File: src/rtl/layer_weight_sequencer.sv
// Purpose: fetches each layer's weights from memory into the weight buffer and hands layers to the pipeline controller.
// Latency: WORDS_PER_LAYER+2 cycles from FETCH entry to DRAIN entry; buffer writes trail memory reads by 1 cycle.
// Backpressure: pipe_busy holds the sequencer in DRAIN; run is ignored while busy.
module layer_weight_sequencer #(
  parameter int NUM_LAYERS      = 4,
  parameter int WORDS_PER_LAYER = 8,
  parameter int WADDR_W         = 3,
  parameter int ADDR_W          = 8,
  parameter int DATA_W          = 16,
  localparam int LIDX_W         = (NUM_LAYERS > 1) ? $clog2(NUM_LAYERS) : 1
) (
  input  logic                clk,
  input  logic                rst_n,
  input  logic                run,
  output logic                mem_rd_en,
  output logic [ADDR_W-1:0]   mem_addr,
  input  logic [DATA_W-1:0]   mem_rd_data,
  output logic                wbuf_wr_en,
  output logic [WADDR_W-1:0]  wbuf_wr_addr,
  output logic [DATA_W-1:0]   wbuf_wr_data,
  output logic                start,
  output logic                layer_ready,
  input  logic                pipe_busy,
  output logic [LIDX_W-1:0]   layer_idx,
  output logic                busy,
  output logic                done
);

  typedef enum logic [2:0] {
    S_IDLE,
    S_FETCH,
    S_FLUSH,
    S_READY,
    S_DRAIN,
    S_DONE
  } state_t;

  localparam logic [WADDR_W-1:0] LAST_WORD  = WADDR_W'(WORDS_PER_LAYER - 1);
  localparam logic [LIDX_W-1:0]  LAST_LAYER = LIDX_W'(NUM_LAYERS - 1);
  localparam logic [ADDR_W-1:0]  WORDS_A    = ADDR_W'(WORDS_PER_LAYER);

  state_t             state;
  logic [WADDR_W-1:0] rd_cnt;
  logic [LIDX_W-1:0]  next_layer;

  assign next_layer = layer_idx + LIDX_W'(1);

  // Memory data lands one cycle after the read strobe, so it goes straight to the buffer.
  assign wbuf_wr_data = mem_rd_data;

  // Sequencer FSM; all handshake outputs are registered alongside the state they belong to.
  always_ff @(posedge clk or negedge rst_n) begin
    if (!rst_n) begin
      state       <= S_IDLE;
      rd_cnt      <= '0;
      layer_idx   <= '0;
      mem_rd_en   <= 1'b0;
      mem_addr    <= '0;
      start       <= 1'b0;
      layer_ready <= 1'b0;
      busy        <= 1'b0;
      done        <= 1'b0;
    end else begin
      case (state)
        S_IDLE: begin
          if (run) begin
            state     <= S_FETCH;
            layer_idx <= '0;
            rd_cnt    <= '0;
            mem_rd_en <= 1'b1;
            mem_addr  <= '0;
            start     <= 1'b1;
            busy      <= 1'b1;
          end
        end
        S_FETCH: begin
          // start only marks the first fetch cycle of a layer
          start <= 1'b0;
          if (rd_cnt == LAST_WORD) begin
            rd_cnt    <= '0;
            mem_rd_en <= 1'b0;
            state     <= S_FLUSH;
          end else begin
            rd_cnt   <= rd_cnt + WADDR_W'(1);
            mem_addr <= mem_addr + ADDR_W'(1);
          end
        end
        S_FLUSH: begin
          // the last word is written this cycle, so the layer is complete next cycle
          layer_ready <= 1'b1;
          state       <= S_READY;
        end
        S_READY: begin
          layer_ready <= 1'b0;
          state       <= S_DRAIN;
        end
        S_DRAIN: begin
          // controller already raised busy one cycle after start, so no guard cycle here
          if (!pipe_busy) begin
            if (layer_idx == LAST_LAYER) begin
              done  <= 1'b1;
              state <= S_DONE;
            end else begin
              layer_idx <= next_layer;
              rd_cnt    <= '0;
              mem_rd_en <= 1'b1;
              mem_addr  <= ADDR_W'(next_layer) * WORDS_A;
              start     <= 1'b1;
              state     <= S_FETCH;
            end
          end
        end
        S_DONE: begin
          done  <= 1'b0;
          busy  <= 1'b0;
          state <= S_IDLE;
        end
        default: begin
          state       <= S_IDLE;
          mem_rd_en   <= 1'b0;
          start       <= 1'b0;
          layer_ready <= 1'b0;
          busy        <= 1'b0;
          done        <= 1'b0;
        end
      endcase
    end
  end

  // Buffer write strobe and address trail the read strobe and read index by one cycle.
  always_ff @(posedge clk or negedge rst_n) begin
    if (!rst_n) begin
      wbuf_wr_en   <= 1'b0;
      wbuf_wr_addr <= '0;
    end else begin
      wbuf_wr_en   <= mem_rd_en;
      wbuf_wr_addr <= rd_cnt;
    end
  end

endmodule

File: config.mk
export PLATFORM = sky130hd
export DESIGN_NAME = layer_weight_sequencer
export DESIGN_NICKNAME = d
export VERILOG_FILES = /design/src/rtl/layer_weight_sequencer.sv
export SDC_FILE = /design/constraint.sdc
export NUM_CORES = 1
export LEC_CHECK = 0
export CAP_MARGIN = 20
export CORE_ASPECT_RATIO = 1.1
export CORE_MARGIN = 1.5
export CORE_UTILIZATION = 43
export DETAILED_ROUTE_END_ITERATION = 10
export PLACE_DENSITY_LB_ADDON = 0.15
export SLEW_MARGIN = 5
export SYNTH_ARGS = -nofsm -noshare
export SYNTH_HDL_FRONTEND = slang
export SYNTH_SLANG_ARGS = --single-unit
File: constraint.sdc
create_clock -name clk -period 2.5 [get_ports clk]
set_input_delay 0.5 -clock clk [delete_from_list [all_inputs] [get_ports clk]]
set_output_delay 0.5 -clock clk [all_outputs]
set_load 0.02 [all_outputs]
# Yosys cells after proc, flatten, opt, wreduce, memory -nomap -nowiden
# Index checks and enable logic that the tools add are counted.
# totals
reg_bits	25
input_bits	20
output_inout_bits	35
# classes
add_sub_neg	3
bitwise_logic	3
mux	30
n_eq_ne	13
n_reduce_logical	15
# op_table
cell	n
two-way mux 8 bit	4
two-way mux 3 bit	8
one-hot mux 8 bit (3 select lines)	1
one-hot mux 3 bit (5 select lines)	1
inequality test 2 bit (second input constant)	6
AND reduction 4 bit	3
OR reduction 4 bit	3
AND reduction 5 bit	2
equality test 3 bit (second input constant)	3
one-hot mux 3 bit (3 select lines)	1
adder 8 x 1 -> 8 bit (second input constant)	1
equality test 3 x 2 -> 1 bit (second input constant)	2
two-way mux 1 bit	6
two-way mux 2 bit	3
one-hot mux 1 bit (2 select lines)	3
AND reduction 3 bit	2
one-hot mux 1 bit (4 select lines)	1
one-hot mux 2 bit (2 select lines)	1
adder 3 x 1 -> 3 bit (second input constant)	1
equality test 3 x 1 -> 1 bit (second input constant)	1
zero test 3 bit	1
inverter 1 bit	3
one-hot mux 1 bit (3 select lines)	1
nonzero test 3 bit	1
5 further kinds	5

# Depth between registers and ports, before layout
# Gate-level depths: netlist of run 1.
# depth
depth_word	4
ltp_mapped	6
mapped_depth_nobuf	6

# Least setup slack after synthesis of run 1
# OpenSTA, ideal clock, no wires.
# synth_path
path_kind	register to register
startpoint	register rd_cnt[0]
endpoint	register mem_addr[5]
n_path_buf	0
synth_period_minus_slack_ns	1.734
arrival_time_ns	1.608
path_slack_ns	0.766
path_stages_with_launch	7
cell_sequence	dfrtp_1 > ha_1 > ha_1 > nand2b_1 > a21oi_1 > o21bai_2 > a221o_1
# synth_via
elab_chain_cells	3
# synth_rtl
element	line	rtl
start: declaration	43	logic [WADDR_W-1:0] rd_cnt;
start signal: assignment	84	rd_cnt <= rd_cnt + WADDR_W'(1);
equality test 3 bit	79	if (rd_cnt == LAST_WORD) begin
inequality test 2 bit (no line)	n/a	
AND reduction 5 bit (no line)	n/a	
end signal: assignment	85	mem_addr <= mem_addr + ADDR_W'(1);
end signal: assignment	107	mem_addr <= ADDR_W'(next_layer) * WORDS_A;
end: declaration	16	output logic [ADDR_W-1:0] mem_addr,
# No other way between the ends.
# A chain may end at the register's enable or synchronous reset.

# Worst setup path in the final report of run 1
# layout_path
startpoint	register mem_addr[2]
endpoint	output mem_addr[2]
# No word-level cell between the ends.

==> results of run 1 <==
-- through the flow --
step / setup slack, ns / hold WS, ns
floorplan: 0.766 / 0.204
CTS: 0.560 / 0.436
global placement: 0.498 / 0.394
global route: 0.467 / 0.450
detailed placement: 0.459 / 0.406
finish: 0.578 / 0.438
-- worst register-to-register path: stages (launching register included) --
cell and delay, ns:
dfrtp_1 0.44, ha_1 0.21, ha_1 0.22, nand2b_1 0.17, a21oi_1 0.23, o21bai_2 0.18, a221o_1 0.37
-- logic make-up (layout without fill, tap and decap cells) --
group	after synthesis	in the layout	synth area share
buffers and inverters	24	31	0.117
multiplexers	4	4	0.0324
AO/OA/AOI/OAI	34	34	0.180
flip-flops	25	25	0.463
adder cells (fa/ha/maj)	4	4	0.0370
AND/OR/NAND/NOR	40	40	0.170
-- power breakdown --
part | total [uW] | internal, uW | switching, uW
clock network | 179 | 59.9 | 120
registers | 698 | 542 | 156
logic | 834 | 408 | 426
total | 1710 | 1010 | 702
-- registers in the layout (all words and copies together) (netlist names), 2 cells and up --
register      flops
mem_addr          8
rd_cnt            3
state             3
wbuf_wr_addr      3
layer_idx         2
-- final cells by class --
| class | count | area, um2 | share of cell area |
|---|---|---|---|
| Clock inverter | 1 | 5.00 | 0.00332 |
| Sequential cell | 25 | 626 | 0.415 |
| Inverter | 4 | 15.0 | 0.00997 |
| Multi-Input combinational cell | 82 | 568 | 0.377 |
| Clock buffer | 3 | 22.5 | 0.0150 |
| Timing Repair Buffer | 23 | 228 | 0.151 |
| Tap cell | 34 | 42.5 | 0.0282 |
-- cells in the mapped netlist, types with 2 or more instances --
library cell | n | area share
dfrtp_1 | 25 | 0.46
buf_4 | 16 | 0.089
nand2_1 | 10 | 0.028
a21oi_1 | 8 | 0.030
o21ai_0 | 6 | 0.022
nand2b_1 | 5 | 0.023
nor2_1 | 5 | 0.014
ha_1 | 4 | 0.037
inv_1 | 4 | 0.011
nand3_1 | 4 | 0.015
a211o_1 | 3 | 0.019
a22o_1 | 3 | 0.019
mux2_2 | 3 | 0.025
nor3_1 | 3 | 0.011
a21o_1 | 2 | 0.011
and2_1 | 2 | 0.0092
clkbuf_1 | 2 | 0.0056
nor3b_1 | 2 | 0.011
nor4_1 | 2 | 0.0092
o211a_1 | 2 | 0.015
o2bb2ai_1 | 2 | 0.013
-- per-layer routing --
layer | up-vias | track usage | routed length [um]
met5 | - | 0 | 0
met4 | 0 | 0.0884 | 44
met3 | 4 | 0.0373 | 142
met2 | 27 | 0.259 | 1180
met1 | 467 | 0.199 | 1240
li1 | 469 | - | -
-- how the worst min path moves through the flow --
stage                            to  slack [ns]  startpoint  cells after the start
detailed placement  wbuf_wr_addr[2]        0.41   rd_cnt[2]                      0
global placement    wbuf_wr_addr[1]        0.39   rd_cnt[1]                      0
finish              wbuf_wr_addr[2]        0.44   rd_cnt[2]                      0
global route        wbuf_wr_addr[2]        0.45   rd_cnt[2]                      0
floorplan                      busy        0.20       rst_n                      0
CTS                 wbuf_wr_addr[2]        0.44   rd_cnt[2]                      0
==> out/results.ini, run 1 <==
[floorplan]
dieArea_um2=3490
die_h_um=61.8
fp.coreArea_um2=3020
io_pins=55
rows=21
start_util=0.448
die_width_um=56.5

[worst_setup_path]
crit_path_cell_trace=clkdlybuf4s50_1
crit_path_max_fanout=7
end_kind=primary output
max_stage_delay_ns=0.64
critPathSlowestCell=clkdlybuf4s50_1
reg2reg_from=rd_cnt[0]
cp-endpoint=mem_addr[2]
path_buf_inv=1
worstSetupStartpointType=flop
path_class=reg2out
required_ns=2.00
setup.worst_path.start=mem_addr[2]
r2r-end=mem_addr[5]
reg2regPathDepth=6
worstSetupPathDepth=1
critPathArrivalTime_ns=1.42
r2r_setup_slack_ns=0.58
crit_family=buffers and inverters

[sta]
finalSetupTns_ns=0
rsz0062_at_grt=false
period_needed_ns=1.92
worst_pin_slew_ns=0.647
fin_crit_sh=0.769
setup_viol=0
slew_headroom=0.568
fmax_mhz=520
skew_ns=0.00201
hold_violations=0
drv_slew=0

[global_route]
grt_pass1_vias=976
grt_first_pass_wirelength_um=4310
antenna_found_initial=0
grt_use_total=0.159
grt_remaining_overflow=0
grt_max_degree=26

[placement]
routabilityCongestion=0.808
post_dp_cell_area_um2=1480
io_buffers=22
place_hpwl_um=1870
placed_cells=168

[route]
drt_wl_total_um=2610
ant_nets=0
wire_per_inst_um=15.2
drt_iter0_markers=20
first_pass_iters=4
drt-vias-per-instance=5.62
drcViolationCount=0
vias=967

[synth]
syn_nets=155
ys_types=39
synth-edff-count=0
synth.cell_area_um2=1350
ys_ff_latch=25
yosysSeqAreaShare=0.463
synthCells=131
avgSynthCellArea_um2=10.3
yosysWarnings=0
synthFlopType=dfrtp_1
async_reset_ff_frac=1.00

[cts]
cts_tree=built
cts_buffers=3
htreeDepth=1
hold_buffers=0
cts.sink_count=25
clock_latency_ns=0.31
postCtsSetupBuffers=0
clkTransAtPathRegs_ns=0.13
cts-resized-gates=0
max-clock-path-buffers=2
cts_root_buffer=clkbuf_4

[power]
p_per_area_nw_per_um2=1140
finalPower_uw=1710
peakVddDrop_mv=0.629
leakagePower_uw=0.000703

[job]
drv_cap=0

[final_layout]
fin_util=0.499
fin_area_um2=1510
syn_to_final_growth_pct=11.4
num_antenna_cells=0
stdcell_count=172
fillCellCount=259
fin_nets=163
final_common_cell=dfrtp_1
drive_gt1_frac=0.0797
layout_common_cells=dfrtp_1 (25), clkdlybuf4s50_1 (22), nand2_1 (10)

[worst_hold_path]
hp-class=reg2reg

[status]
status=finished, final reports clean

No activity file was read; power rests on OpenSTA's default activity.
==> inputs of run 2 (changes only) <==
clock period = 1.95 ns   (was 2.5 ns; I/O delays follow)
==> run 2 against run 1 <==
Net effect:
- die area unchanged
- flip-flop and latch count unchanged
- hold slack got worse by 0.025 ns
- first-iteration DRC count increased by 10%
- sequential share of layout area decreased by 1.3 points
- total power increased by 31%
- non-clock buffer count increased by 6
- largest cell class unchanged
==> out/results.ini, run 2 (synthesized netlist as in run 1, its figures left out) <==
[status]
status=finished, final reports clean

[global_route]
grt_remaining_overflow=0  ; unchanged
grt_first_pass_wirelength_um=4610  ; +7.1%
grtUsageMet1=0.224  ; +0.0247
grt_max_degree=26  ; unchanged
grt.busiest_layer=met2
grt_pass1_vias=1014  ; +3.9%
use_met3=0.0559  ; +0.0186
antenna_found_initial=0  ; unchanged
grt_use_total=0.168  ; +0.00880
grt.met2_usage=0.271  ; +0.0116

[final_layout]
drive_gt1_frac=0.125  ; +0.0453
fin_area_um2=1560  ; +3.2%
final_common_cell=dfrtp_1
num_antenna_cells=0  ; unchanged
regMostFlops=mem_addr
fin_nets=169  ; +3.7%
fillCellCount=269  ; +3.9%
syn_to_final_growth_pct=15.0
fin_util=0.515  ; +0.0161
layout_common_cells=dfrtp_1 (25), clkdlybuf4s50_1 (22), nand2_1 (10)
largest_reg_flops=8  ; unchanged

[worst_setup_path]
worstSetupStartpointType=flop
critPathSlowestCell=dfrtp_1
max_stage_delay_ns=0.43  ; -0.21 ns
critPathArrivalTime_ns=2.05  ; +0.63 ns
crit_path_max_fanout=8  ; +1
crit_path_cell_trace=ha_1 -> ha_1 -> nand2b_1 -> a21oi_2 -> o21bai_2 -> a221o_1
required_ns=2.17  ; +0.17 ns
path_class=reg2reg
cpMostUsedCell=ha_1
end_kind=flop

[power]
leakagePower_uw=0.000734  ; +4.3%
combPwrFrac=0.503  ; +0.016
p_seq_frac=0.393  ; -0.015
p_sw_frac=0.405  ; -0.00474
p_per_area_nw_per_um2=1440  ; +27%
clockPowerShare=0.104  ; about the same
p_switching_uw=906  ; +29%
p_int_uw=1330  ; +32%
peakVddDrop_mv=0.930  ; +48%

[sta]
slew_headroom=0.660  ; +0.0915
worst_pin_slew_ns=0.510  ; -0.137 ns
skew_ns=0.00148  ; -0.000528 ns
rsz0062_at_grt=false
period_needed_ns=1.83
drv_slew=0  ; unchanged
fin_crit_sh=0.937
hold_violations=0  ; unchanged
whs_ns=0.414  ; -0.0247 ns
worst_slack_ns=0.123  ; -0.455 ns
setup_viol=0  ; unchanged
finalSetupTns_ns=0  ; unchanged
fmax_mhz=547

[placement]
io_buffers=22  ; unchanged
post-place-ws_ns=0.0839  ; -0.375 ns
routabilityCongestion=0.823  ; +1.8%
place_hpwl_um=1900  ; +1.7%
post_dp_cell_area_um2=1520  ; +3.0%

[cts]
cts_root_buffer=clkbuf_4
cts.sink_count=25  ; unchanged
cts-resized-gates=0  ; unchanged
postCtsSetupBuffers=0  ; unchanged
cts_tree=built
clock_latency_ns=0.32  ; about the same
hold_buffers=0  ; unchanged
clkTransAtPathRegs_ns=0.13  ; about the same
htreeDepth=1  ; unchanged
cts_buffers=3  ; unchanged
max-clock-path-buffers=2  ; unchanged

[route]
drcViolationCount=0  ; unchanged
vias=992  ; +2.6%
first_pass_iters=4  ; unchanged
ant_nets=0  ; unchanged
drt-vias-per-instance=5.57  ; -0.87%
drt_iter0_markers=22  ; +10%
drt_wl_total_um=2600  ; -0.19%
wire_per_inst_um=14.6  ; -3.6%

[worst_hold_path]
hp-class=in2async

[job]
drv_cap=0  ; unchanged

[floorplan]
fp.coreArea_um2=3020  ; unchanged
io_pins=55  ; unchanged
die_h_um=61.8  ; unchanged
rows=21  ; unchanged
start_util=0.448  ; unchanged
dieArea_um2=3490  ; unchanged
die_width_um=56.5  ; unchanged

==> run 2: layout make-up <==
type,instances,area [um2],area share
well taps,34,42.5,0.0274
repair buffers,29,273,0.175
clock inverters,1,5.00,0.00322
clock buffers,3,22.5,0.0145
inverters,4,15.0,0.00965
multi-input cells,82,572,0.368
flip-flops and latches,25,626,0.402
==> run 2: through the flow <==
| step | total power, uW | instances |
|---|---|---|
| 6_report | 2240 | 178 |
| 5_1_grt | 2430 | 178 |
| 4_1_cts | 2250 | 178 |
| 3_5_place_dp | 2020 | 174 |
| 3_3_place_gp | 2000 | 174 |
| 2_1_floorplan | 1620 | 131 |
==> run 2: layer usage <==
metal	wire length, um	part of all wire
met1	1210	0.47
met2	1230	0.47
met3	144	0.055
met4	12	0.0046
met5	0	0
==> run 2: critical path: cells and delay by family (launching register included) <==
family          cells  cell delay, ns
flops               1            0.43
compound gates      3            0.71
simple gates        1            0.18
fa+ha+maj           2            0.40
==> run 2: power by group through the flow <==
stage / sequential [uW] / combinational (uW) / clock (uW)
2_1_floorplan: 989 / 636 / 0
3_3_place_gp: 883 / 1110 / 0
4_1_cts: 879 / 1140 / 239
6_report: 879 / 1130 / 231
5_1_grt: 913 / 1250 / 264
3_5_place_dp: 890 / 1130 / 0
==> run 2: worst paths after layout <==
kind / startpoint / to / slack [ns] / depth (start not counted)
worst min register to register: rd_cnt[2] / wbuf_wr_addr[2] / 0.43 / 0
min in group clk: rd_cnt[2] / wbuf_wr_addr[2] / 0.43 / 0
worst max-delay path: rd_cnt[1] / mem_addr[5] / 0.12 / 6
max in group asynchronous: rst_n / done / 1.29 / 2
worst max register to register: rd_cnt[1] / mem_addr[5] / 0.12 / 6
worst min-delay path: rst_n / state[2] / 0.41 / 2
==> inputs of run 3 (changes only) <==
CTS_CLUSTER_DIAMETER = 200   (was default)
RECOVER_POWER = 50   (was default)
==> run 3 against run 2 <==
Net effect:
- flip-flop and latch count unchanged
- routed wire length increased by 0.12%
- worst setup slack about the same
- sequential share of layout area increased by 0.20 points
- clock skew unchanged
- total power decreased by 0.39%
- clock power about the same
- first-iteration DRC count decreased by 14%
- maximum frequency about the same
- largest cell class unchanged
- largest power group unchanged
==> out/results.ini, run 3 (synthesized netlist as in run 1, its figures left out) <==
[global_route]
grt_use_total=0.168  ; unchanged
grt_max_degree=26  ; unchanged
antenna_found_initial=0  ; unchanged
grt_pass1_vias=1014  ; unchanged
grt_remaining_overflow=0  ; unchanged
grt_first_pass_wirelength_um=4610  ; unchanged

[final_layout]
num_antenna_cells=0  ; unchanged
layout_common_cells=dfrtp_1 (25), clkdlybuf4s50_1 (22), nand2_1 (10)
largest_reg_flops=8  ; unchanged
regMostFlops=mem_addr
stdcell_count=178  ; unchanged
fin_util=0.512  ; -0.00249
fin_nets=169  ; unchanged
final_common_cell=dfrtp_1
syn_to_final_growth_pct=14.4
drive_gt1_frac=0.111  ; -0.0139

[worst_setup_path]
worstSetupStartpointType=flop
crit_path_cell_trace=ha_1 -> ha_1 -> nand2b_1 -> a21oi_2 -> o21bai_2 -> a221o_1
path_class=reg2reg
crit_family=compound AO/OA/AOI/OAI gates
reg2regPathDepth=6  ; unchanged
critPathSlowestCell=dfrtp_1
cpMostUsedCell=ha_1
worstSetupPathDepth=6  ; unchanged
critPathArrivalTime_ns=2.05  ; about the same
end_kind=flop
max_stage_delay_ns=0.43  ; about the same
r2r_setup_slack_ns=0.12  ; about the same
path_buf_inv=0  ; unchanged
required_ns=2.17  ; about the same
crit_path_max_fanout=8  ; unchanged

[sta]
slew_headroom=0.109  ; -0.551
whs_ns=0.432  ; +0.0182 ns
fmax_mhz=547  ; about the same
skew_ns=0.00148  ; unchanged
worst_pin_slew_ns=1.34  ; +0.826 ns
setup_viol=0  ; unchanged
worst_slack_ns=0.123  ; +0.000174 ns
fin_crit_sh=0.937  ; about the same
finalSetupTns_ns=0  ; unchanged
rsz0062_at_grt=false
period_needed_ns=1.83  ; -0.000174 ns
drv_slew=0  ; unchanged
hold_violations=0  ; unchanged

[cts]
clock_latency_ns=0.32  ; about the same
cts_root_buffer=clkbuf_4
hold_buffers=0  ; unchanged
clkTransAtPathRegs_ns=0.13  ; about the same
max-clock-path-buffers=2  ; unchanged
htreeDepth=1  ; unchanged
cts_tree=built
cts_buffers=3  ; unchanged
cts.sink_count=25  ; unchanged

[floorplan]
rows=21  ; unchanged
io_pins=55  ; unchanged
die_width_um=56.5  ; unchanged
die_h_um=61.8  ; unchanged
dieArea_um2=3490  ; unchanged
fp.coreArea_um2=3020  ; unchanged
start_util=0.448  ; unchanged

[worst_hold_path]
hp-class=reg2reg
hold_depth=0

[placement]
io_buffers=22  ; unchanged
routabilityCongestion=0.823  ; unchanged
place_hpwl_um=1900  ; unchanged
post-place-ws_ns=0.0839  ; unchanged
placed_cells=174  ; unchanged

[route]
drcViolationCount=0  ; unchanged
first_pass_iters=4  ; unchanged
ant_nets=0  ; unchanged
drt_wl_total_um=2610  ; +0.12%
drt_iter0_markers=19  ; -14%
wire_per_inst_um=14.6  ; +0.12%
vias=991  ; -0.10%
drt-vias-per-instance=5.57  ; -0.10%

[power]
peakVddDrop_mv=0.930  ; about the same
p_per_area_nw_per_um2=1440  ; about the same
leakagePower_uw=0.000726  ; -1.0%

[status]
status=finished, final reports clean

[job]
drv_cap=0  ; unchanged

## run 3: cell count changes in the layout (fill, tap and decap cells not counted), sizes merged
cell,change
clkbuf,+2
buf,-2
## run 3: power by group
group          total, uW  switching (uW)  internal [uW]  leakage [uW]
clock network        231             154           76.8     0.0000177
registers            878             184            695      0.000320
logic               1120             569            548      0.000389
## run 3: worst paths after layout
check	start	to
hold reg to reg	rd_cnt[2]	wbuf_wr_addr[2]
setup / recovery	rd_cnt[1]	mem_addr[5]
setup reg to reg	rd_cnt[1]	mem_addr[5]
min in group asynchronous	rst_n	state[2]
max in group asynchronous	rst_n	done
hold / removal	rd_cnt[2]	wbuf_wr_addr[2]
## run 3: layout make-up
cell class	instances	area [um2]
flip-flops and latches	25	626
fillers	271	1470
clock buffers	3	22.5
repair buffers	29	265
clock inverters	1	5.00
well taps	34	42.5
multi-input cells	82	572
inverters	4	15.0
## run 3: through the flow
step | area [um2] | power (uW)
after global placement | 1520 | 2000
after global routing | 1550 | 2420
after CTS | 1550 | 2250
after detailed placement | 1520 | 2020
final | 1550 | 2230
after floorplan | 1350 | 1620
## run 3: layer usage
metal | wire [um] | track usage
met5 | 0 | 0
met2 | 1230 | 0.271
met3 | 144 | 0.0559
met1 | 1220 | 0.224
met4 | 12 | 0.0374
## run 3: repair_timing
action | in CTS | in global routing
setup buffers | 0 | 0
resized for setup | 0 | 1
setup endpoints to repair | 0 | 3
